$ cat src/rtl/stim_pkg.sv
// Shared encodings, FSM state type, MISR polynomial and the pattern function
// for the stimulus pattern generator.
package stim_pkg;

  typedef logic [1:0] mode_t;
  localparam mode_t MODE_BIN  = 2'b00;
  localparam mode_t MODE_GRAY = 2'b01;
  localparam mode_t MODE_WALK = 2'b10;

  typedef logic [1:0] state_t;
  localparam state_t ST_IDLE = 2'd0;
  localparam state_t ST_RUN  = 2'd1;
  localparam state_t ST_DONE = 2'd2;

  // x^16 + x^14 + x^13 + x^11 + 1, right-shifting form
  localparam logic [15:0] MISR_POLY = 16'hB400;

  // Computed at full 17-bit width; callers truncate to their vector width.
  function automatic logic [16:0] pattern(input logic [16:0] idx, input mode_t m);
    case (m)
      MODE_GRAY: return idx ^ (idx >> 1);
      MODE_WALK: return 17'd1 << idx;
      default:   return idx;
    endcase
  endfunction

endpackage

$ cat src/rtl/stim_misr.sv
// 16-bit multiple-input signature register compacting device responses.
module stim_misr
  import stim_pkg::*;
(
  input  logic        clk,
  input  logic        rst_n,
  input  logic        clr_i,
  input  logic        en_i,
  input  logic [15:0] data_i,
  output logic [15:0] sig_o
);

  logic [15:0] sig_q, sig_d;

  always_comb begin
    sig_d = sig_q;
    if (clr_i) begin
      sig_d = '0;
    end else if (en_i) begin
      sig_d = (sig_q >> 1) ^ (sig_q[0] ? MISR_POLY : 16'h0000) ^ data_i;
    end
  end

  always_ff @(posedge clk or negedge rst_n) begin
    if (!rst_n) sig_q <= '0;
    else        sig_q <= sig_d;
  end

  assign sig_o = sig_q;

endmodule

$ cat src/rtl/stim_pattern_gen.sv
// Stimulus pattern generator: binary / Gray / walking-one sequences, each vector
// held HOLD_CYC cycles. Define STIM_PATTERN_MISR_EN to compact resp into signature.
module stim_pattern_gen
  import stim_pkg::*;
#(
  parameter int WIDTH    = 3,
  parameter int HOLD_CYC = 100,
  parameter int RESP_W   = 2
) (
  input  logic              clk,
  input  logic              rst_n,
  input  logic              start,
  input  logic              abort,
  input  logic [1:0]        mode,
  output logic [WIDTH-1:0]  vec,
  output logic              vec_strobe,
  output logic              busy,
  output logic              done,
  input  logic [RESP_W-1:0] resp,
  output logic [15:0]       signature
);

  localparam logic [15:0]    HOLD_LAST = 16'(HOLD_CYC - 1);
  localparam logic [WIDTH:0] LAST_SEQ  = {1'b0, {WIDTH{1'b1}}};
  localparam logic [WIDTH:0] LAST_WALK = (WIDTH + 1)'(WIDTH - 1);

  state_t         state_q, state_d;
  mode_t          mode_q, mode_d;
  logic [WIDTH:0] idx_q, idx_d;
  logic [15:0]    hold_q, hold_d;
  logic           accept, hold_end, last_vec;

  assign accept   = (state_q == ST_IDLE) && start && !abort;
  assign hold_end = (hold_q == HOLD_LAST);
  assign last_vec = (idx_q == ((mode_q == MODE_WALK) ? LAST_WALK : LAST_SEQ));

  always_comb begin
    state_d = state_q;
    mode_d  = mode_q;
    idx_d   = idx_q;
    hold_d  = hold_q;
    case (state_q)
      ST_IDLE: begin
        if (accept) begin
          state_d = ST_RUN;
          // 11 is folded onto binary at latch time
          mode_d  = (mode == MODE_GRAY || mode == MODE_WALK) ? mode : MODE_BIN;
          idx_d   = '0;
          hold_d  = '0;
        end
      end
      ST_RUN: begin
        if (abort) begin
          state_d = ST_IDLE;
          idx_d   = '0;
          hold_d  = '0;
        end else if (hold_end) begin
          hold_d = '0;
          if (last_vec) begin
            state_d = ST_DONE;
            idx_d   = '0;
          end else begin
            idx_d = idx_q + 1'b1;
          end
        end else begin
          hold_d = hold_q + 1'b1;
        end
      end
      default: begin
        state_d = ST_IDLE;
        idx_d   = '0;
        hold_d  = '0;
      end
    endcase
  end

  always_ff @(posedge clk or negedge rst_n) begin
    if (!rst_n) begin
      state_q <= ST_IDLE;
      mode_q  <= MODE_BIN;
      idx_q   <= '0;
      hold_q  <= '0;
    end else begin
      state_q <= state_d;
      mode_q  <= mode_d;
      idx_q   <= idx_d;
      hold_q  <= hold_d;
    end
  end

  assign busy       = (state_q == ST_RUN);
  assign done       = (state_q == ST_DONE);
  assign vec_strobe = busy && hold_end;
  assign vec        = busy ? WIDTH'(pattern(17'(idx_q), mode_q)) : '0;

`ifdef STIM_PATTERN_MISR_EN
  stim_misr u_misr (
    .clk    (clk),
    .rst_n  (rst_n),
    .clr_i  (accept),
    .en_i   (vec_strobe),
    .data_i (16'(resp)),
    .sig_o  (signature)
  );
`else
  logic unused_resp;
  assign unused_resp = ^resp;
  assign signature   = '0;
`endif

endmodule

$ cat config.mk
export PLATFORM = sky130hd
export DESIGN_NAME = stim_pattern_gen
export DESIGN_NICKNAME = d
export VERILOG_FILES = /design/src/rtl/stim_pkg.sv /design/src/rtl/stim_misr.sv /design/src/rtl/stim_pattern_gen.sv
export SDC_FILE = /design/constraint.sdc
export NUM_CORES = 1
export LEC_CHECK = 0
export CAP_MARGIN = 25
export CORE_ASPECT_RATIO = 0.9
export CORE_MARGIN = 8
export CORE_UTILIZATION = 43
export CTS_BUF_LIST = sky130_fd_sc_hd__clkbuf_4
export CTS_CLUSTER_DIAMETER = 150
export DETAILED_ROUTE_END_ITERATION = 7
export PLACE_DENSITY = 0.64
export SYNTH_ARGS = -nofsm -noshare
export SYNTH_HDL_FRONTEND = slang
export SYNTH_SLANG_ARGS = --single-unit
$ cat constraint.sdc
create_clock -name clk -period 1.8 [get_ports clk]
set_input_delay 0.18 -clock clk [delete_from_list [all_inputs] [get_ports clk]]
set_output_delay 0.18 -clock clk [all_outputs]
set_load 0.01 [all_outputs]
After elaboration in Yosys (flattened, before gate mapping)
Cells that the tools add are included.
{ "totals": {"regBits": 24, "elab_cells": 46, "inputBits": 8, "output_inout_bits": 22} }
{ "classes": {"mux": 18, "n_eq_ne": 11, "add_sub_neg": 2, "n_bitwise": 1, "shifts": 1, "reduce_logical": 9} }
{ "ops": {"columns": ["op", "count"], "rows": [
  ["$mux W16", 3],
  ["$pmux W16 S2", 1],
  ["$add A16 B1 Y16 const B", 1],
  ["$eq A16 B7 Y1 const B", 1],
  ["$mux W4", 4],
  ["$mux W2", 5],
  ["$pmux W4 S2", 1],
  ["$eq A2 B1 Y1 const B", 3],
  ["$eq A2 B2 Y1 const B", 3],
  ["$mux W3", 2],
  ["$ne A3 B2 Y1 const B", 2],
  ["$pmux W3 S2", 1],
  ["$add A4 B1 Y4 const B", 1],
  ["$eq A4 B3 Y1", 1],
  ["$pmux W2 S2", 1],
  ["$reduce_and A2 Y1", 2],
  ["$shl A1 B4 Y3 const A", 1],
  ["$logic_and A1 B1 Y1", 3],
  ["$reduce_and A3 Y1", 1],
  ["$xor A3 B3 Y3", 1],
  ["$logic_not A2 Y1", 1],
  ["$ne A2 B2 Y1 const B", 1],
  ["$logic_not A1 Y1", 1],
  ["$logic_or A1 B1 Y1", 1]
]} }

Longest topological paths before layout
{ "depth": {"depth_word": 7, "mapped_depth": 6, "ltp_nobuf": 6} }

Worst setup path after synthesis
Ideal clock, no wire load.
{ "synth_timing": {"kind": "register -> register", "from": "register hold_q[0]", "to": "register hold_q[13]", "path_slack_ns": 0.123, "arrival_time_ns": 1.548, "setup_time_ns": 0.130, "stages_incl_launch_ff": 7, "cell_sequence": "dfrtp_1 ha_1 and4bb_2 nand4_1 a21oi_4 buf_6 a21oi_1"} }
{ "synth_via": {"elab_chain_len": 4} }
{ "synth_rtl": {"columns": ["item", "line_no", "text"], "rows": [
  ["start: declaration", "stim_pattern_gen.sv:30", "logic [15:0] hold_q, hold_d;"],
  ["start signal: assignment", "stim_pattern_gen.sv:87", "hold_q <= hold_d;"],
  ["$add A16 B1 Y16 / $eq A16 B7 Y1 (equally long branches)", "stim_pattern_gen.sv:66, stim_pattern_gen.sv:34", null],
  ["$mux W16 *", "stim_pattern_gen.sv:57", "end else if (hold_end) begin"],
  ["$mux W16 *", "stim_pattern_gen.sv:53", "if (abort) begin"],
  ["$pmux W16 S2 *", "stim_pattern_gen.sv:42", "case (state_q)"]
]} }
Mark *: on every way between the ends. The rest lies on a longest branch, timed or not.
A chain may end at the register's enable or synchronous reset.

Final worst setup path
{ "layout_timing": {"from": "register mode_q[0]", "to": "output port vec[0]"} }
{ "layout_via": {"elab_chain_len": 3} }
{ "layout_rtl": {"columns": ["item", "line_no", "text"], "rows": [
  ["start: declaration", "stim_pattern_gen.sv:28", "mode_t mode_q, mode_d;"],
  ["start signal: assignment", "stim_pattern_gen.sv:85", "mode_q <= mode_d;"],
  ["$eq A2 B2 Y1 / $eq A2 B1 Y1 (equally long branches)", "stim_pkg.sv:20", "case (m)"],
  ["$pmux W3 S2 *", "stim_pkg.sv:20", null],
  ["$mux W3 *", "stim_pattern_gen.sv:94", "assign vec = busy ? WIDTH'(pattern(17'(idx_q), mode_q)) : '0;"],
  ["end: declaration", "stim_pattern_gen.sv:15", "output logic [WIDTH-1:0] vec,"]
]} }
Marked as above.

==> results by group <==
Global routing
  – Total Routing Usage GR: between 10% and 20%
  – Vias in the first global route: roughly 1500
  – GRT Residual Overflow: 0
  – Largest net degree at the start of global routing: 25
  – First-pass GRT wire length: a little under 7 mm
  – Antenna violations before repair: 0

CTS
  – CTS tree: built
  – Clock sinks: 24
  – Worst-path clk slew: around 0.15 ns
  – Hold-fix buffers at CTS: 0
  – Clk_lat worst skew: 0.33 ns
  – H-tree depth: 1
  – CTS root buf: clkbuf_4
  – Total CTS buffers: 3
  – Clock buffer depth: 2

Critical path
  – FF-to-FF setup slack: 0.08 ns
  – Kind of critical path: reg -> out
  – CP cell instances: inv_2 > ha_4 > nor4b_4 > nand2_1 > a311oi_2 > buf_2
  – Slowest cell on crit path: dfrtp_1
  – Origin of the critical flop-to-flop path: hold_q[10]
  – Critical Path Fanout Max: 2
  – Crit path DAT: ~1.7 ns
  – CP endpoint kind: output pin
  – Slowest Stage Delay on Critical Path: approximately 0.42 ns
  – RR Endpoint: idx_q[1]
  – Critical path launch point type: flip-flop
  – R2R cell count: 6
  – CP required: between 1.5 and 2 ns

Floorplan
  – Die Y-Extent: 74.3 um
  – Die width: 80.8 um
  – Core footprint: roughly 3700 sq um
  – Initial Util: approximately 44%
  – Site Rows: 21
  – Ports: 30
  – DIE AREA: 6010 sq um

Yosys
  – Mapped Cells: roughly 170
  – Largest cells by area after synthesis: dfrtp_1 37%, buf_4 7.4%, o21ai_0 4.3%
  – Syn_area_per_cell: roughly 9.4 sq um
  – Synth area leader: dfrtp_1
  – Primary FF master, synth: dfrtp_1
  – Mapped Area: between 1500 and 2000 sq um
  – Yosys reg bits: 24
  – Synth top cells by count: 24 x dfrtp_1, 16 x buf_4, 14 x o21ai_0, 11 x a21oi_1
  – Sequential fraction of the synthesis area: ~37%
  – Unique cell type count in the Yosys netlist: 48
  – EDFF count, synth: 0
  – Yosys warns: 0
  – Async set-reset flop share out of synthesis: 100%
  – Most common cell in the netlist: dfrtp_1
  – Share of the synthesized area in the top cell type: between 30% and 40%

Timing
  – Setup Skew: about 0.023 ns
  – Max-slew violations: 0
  – Final WS setup: -0.0574 ns
  – Final worst-path cycle share: 103%
  – Hold Fails Final Rpt: 0
  – Final setup fails: 2
  – RSZ-0062 raised after global routing: yes
  – Fmax: 0.538 GHz
  – Tmin final: 1.86 ns

Placed design
  – Port bufs: 11
  – Hpwl dp: 3.08 mm
  – DP Worst Slack: -0.317 ns
  – GP Congestion: 0.856
  – Inst Count DP: 257

Power
  – Switching share of total power: between 30% and 40%
  – P_sw: 0.822 mW
  – Cell Pwr Density: approximately 1000 nW/um^2
  – Share of total power in sequential cells: 30.8%
  – Int Pwr: 1.39 mW
  – Clock Power Share: 18.0%
  – Logic pwr share: 51.1%
  – Leakage: between 0.9 and 1 nW
  – Worst vdd ir: between 0.7 and 0.8 mV

Hold path
  – Hold Crit Class: in -> async

Route
  – DRC: 0
  – Drt via density: between 5 and 6
  – Via count: between 1000 and 1500
  – Initial DRT Pass Iterations: 4
  – Drt wl/cell: between 15 and 20 um
  – Detailed Route WL: between 4 and 5 mm
  – Iteration-0 DRC Markers: approximately 110
  – Routed Antenna Nets: 0

Outcome
  – Run status: complete, but fails checks
  – Failing checks: negative setup slack

Final layout
  – ANT cells: 0
  – Cell Count, Final, Fillers Out: 271
  – Area grow syn2layout: 30.9%
  – Post-layout net count: ~240
  – Fill count: ~330
  – Share of layout cells above drive strength 1: between 30% and 40%

Run
  – Max-Cap Viols: 0
==> cells in the final DEF (no fill, tap or decap), types with 2 or more instances in the layout <==
master,n
ha_4,2
nand2b_1,2
or3_1,6
a21oi_1,11
nand3_1,6
ha_1,2
buf_4,40
or4_1,4
o2111ai_1,2
nor2_2,2
a32o_1,2
nand2_1,9
xor2_1,2
inv_1,8
o31ai_1,5
buf_2,4
clkbuf_4,3
nor2_1,7
o211ai_1,2
conb_1,16
o21ai_0,13
mux2i_1,4
nor2b_1,2
nand4_1,6
clkdlybuf4s50_1,7
dfrtp_1,24
==> cells by family after synthesis <==
group	count (synthesis)	share of synthesized area [%]
fa+ha+maj	5	3.85
buf+inv	28	11.5
other cells	1	0.231
flops	24	37.0
simple gates	63	24.6
xor+xnor	2	1.08
mux	4	2.46
compound gates	45	19.2
==> cell type report <==
cell class	instances	area, sq um	area share (%)
Tap cell	46	57.6	2.71
Multi-Input combinational cell	135	961	45.2
Sequential cell	24	601	28.2
Inverter	9	33.8	1.59
Clock buffer	3	22.5	1.06
Timing Repair Buffer	53	422	19.8
Clock inverter	1	30.0	1.41
==> metal layers <==
metal	GRT usage (%)	vias to the layer above	routed length [um]
li1	-	719	-
met1	17.8	733	1880
met2	25.3	40	2080
met3	3.02	4	201
met4	2.18	0	39
met5	0	-	0
==> power by group through the flow <==
stage | Combinational [mW] | Clock (mW) | Sequential [mW]
after floorplan | 0.575 | 0 | 0.670
after global placement | 0.861 | 0 | 0.667
after detailed placement | 0.908 | 0 | 0.668
after CTS | 1.05 | 0.410 | 0.669
after global routing | 1.23 | 0.429 | 0.695
final | 1.13 | 0.399 | 0.682
==> per-stage QoR <==
step / instance area (sq um) / utilization, % / setup TNS [ns] / hold WS, ns / power (mW)
after floorplan: 1680 / - / 0 / -0.116 / 1.24
after global placement: 1940 / 52.6 / -0.720 / 0.543 / 1.53
after detailed placement: 1940 / 52.6 / -1.83 / 0.552 / 1.58
after CTS: 2080 / 56.7 / -0.0840 / 0.198 / 2.13
after global routing: 2130 / 57.8 / -0.475 / 0.209 / 2.35
final: 2130 / 57.8 / -0.0758 / 0.189 / 2.21
==> how the worst max path moves through the flow <==
stage | from | end | depth (start not counted)
4_1_cts | idx_q[2] | vec[0] | 5
6_report | mode_q[0] | vec[0] | 6
3_5_place_dp | mode_q[0] | vec[0] | 6
2_1_floorplan | hold_q[0] | hold_q[13] | 6
3_3_place_gp | mode_q[0] | vec[0] | 6
5_1_grt | mode_q[0] | vec[0] | 6
==> flip-flops by register name, summed over array words and instances, names as in the netlist <==
signal / flops
hold_q: 16
idx_q: 4
mode_q: 2
state_q: 2
==> critical path, delay by kind of cell, from the launching register on <==
kind            cells  cell delay, ns
simple gates        2            0.33
compound gates      1            0.24
fa+ha+maj           1            0.13
buf+inv             2            0.26
flops               1            0.42
==> what timing repair did <==
item,4_1_cts,5_1_grt
pin swaps,6,4
setup buffers,8,2
hold endpoints to repair,0,0
gates resized for setup,27,5
setup endpoints to repair,21,13
Note: power is estimated with default switching activity, not from simulation.
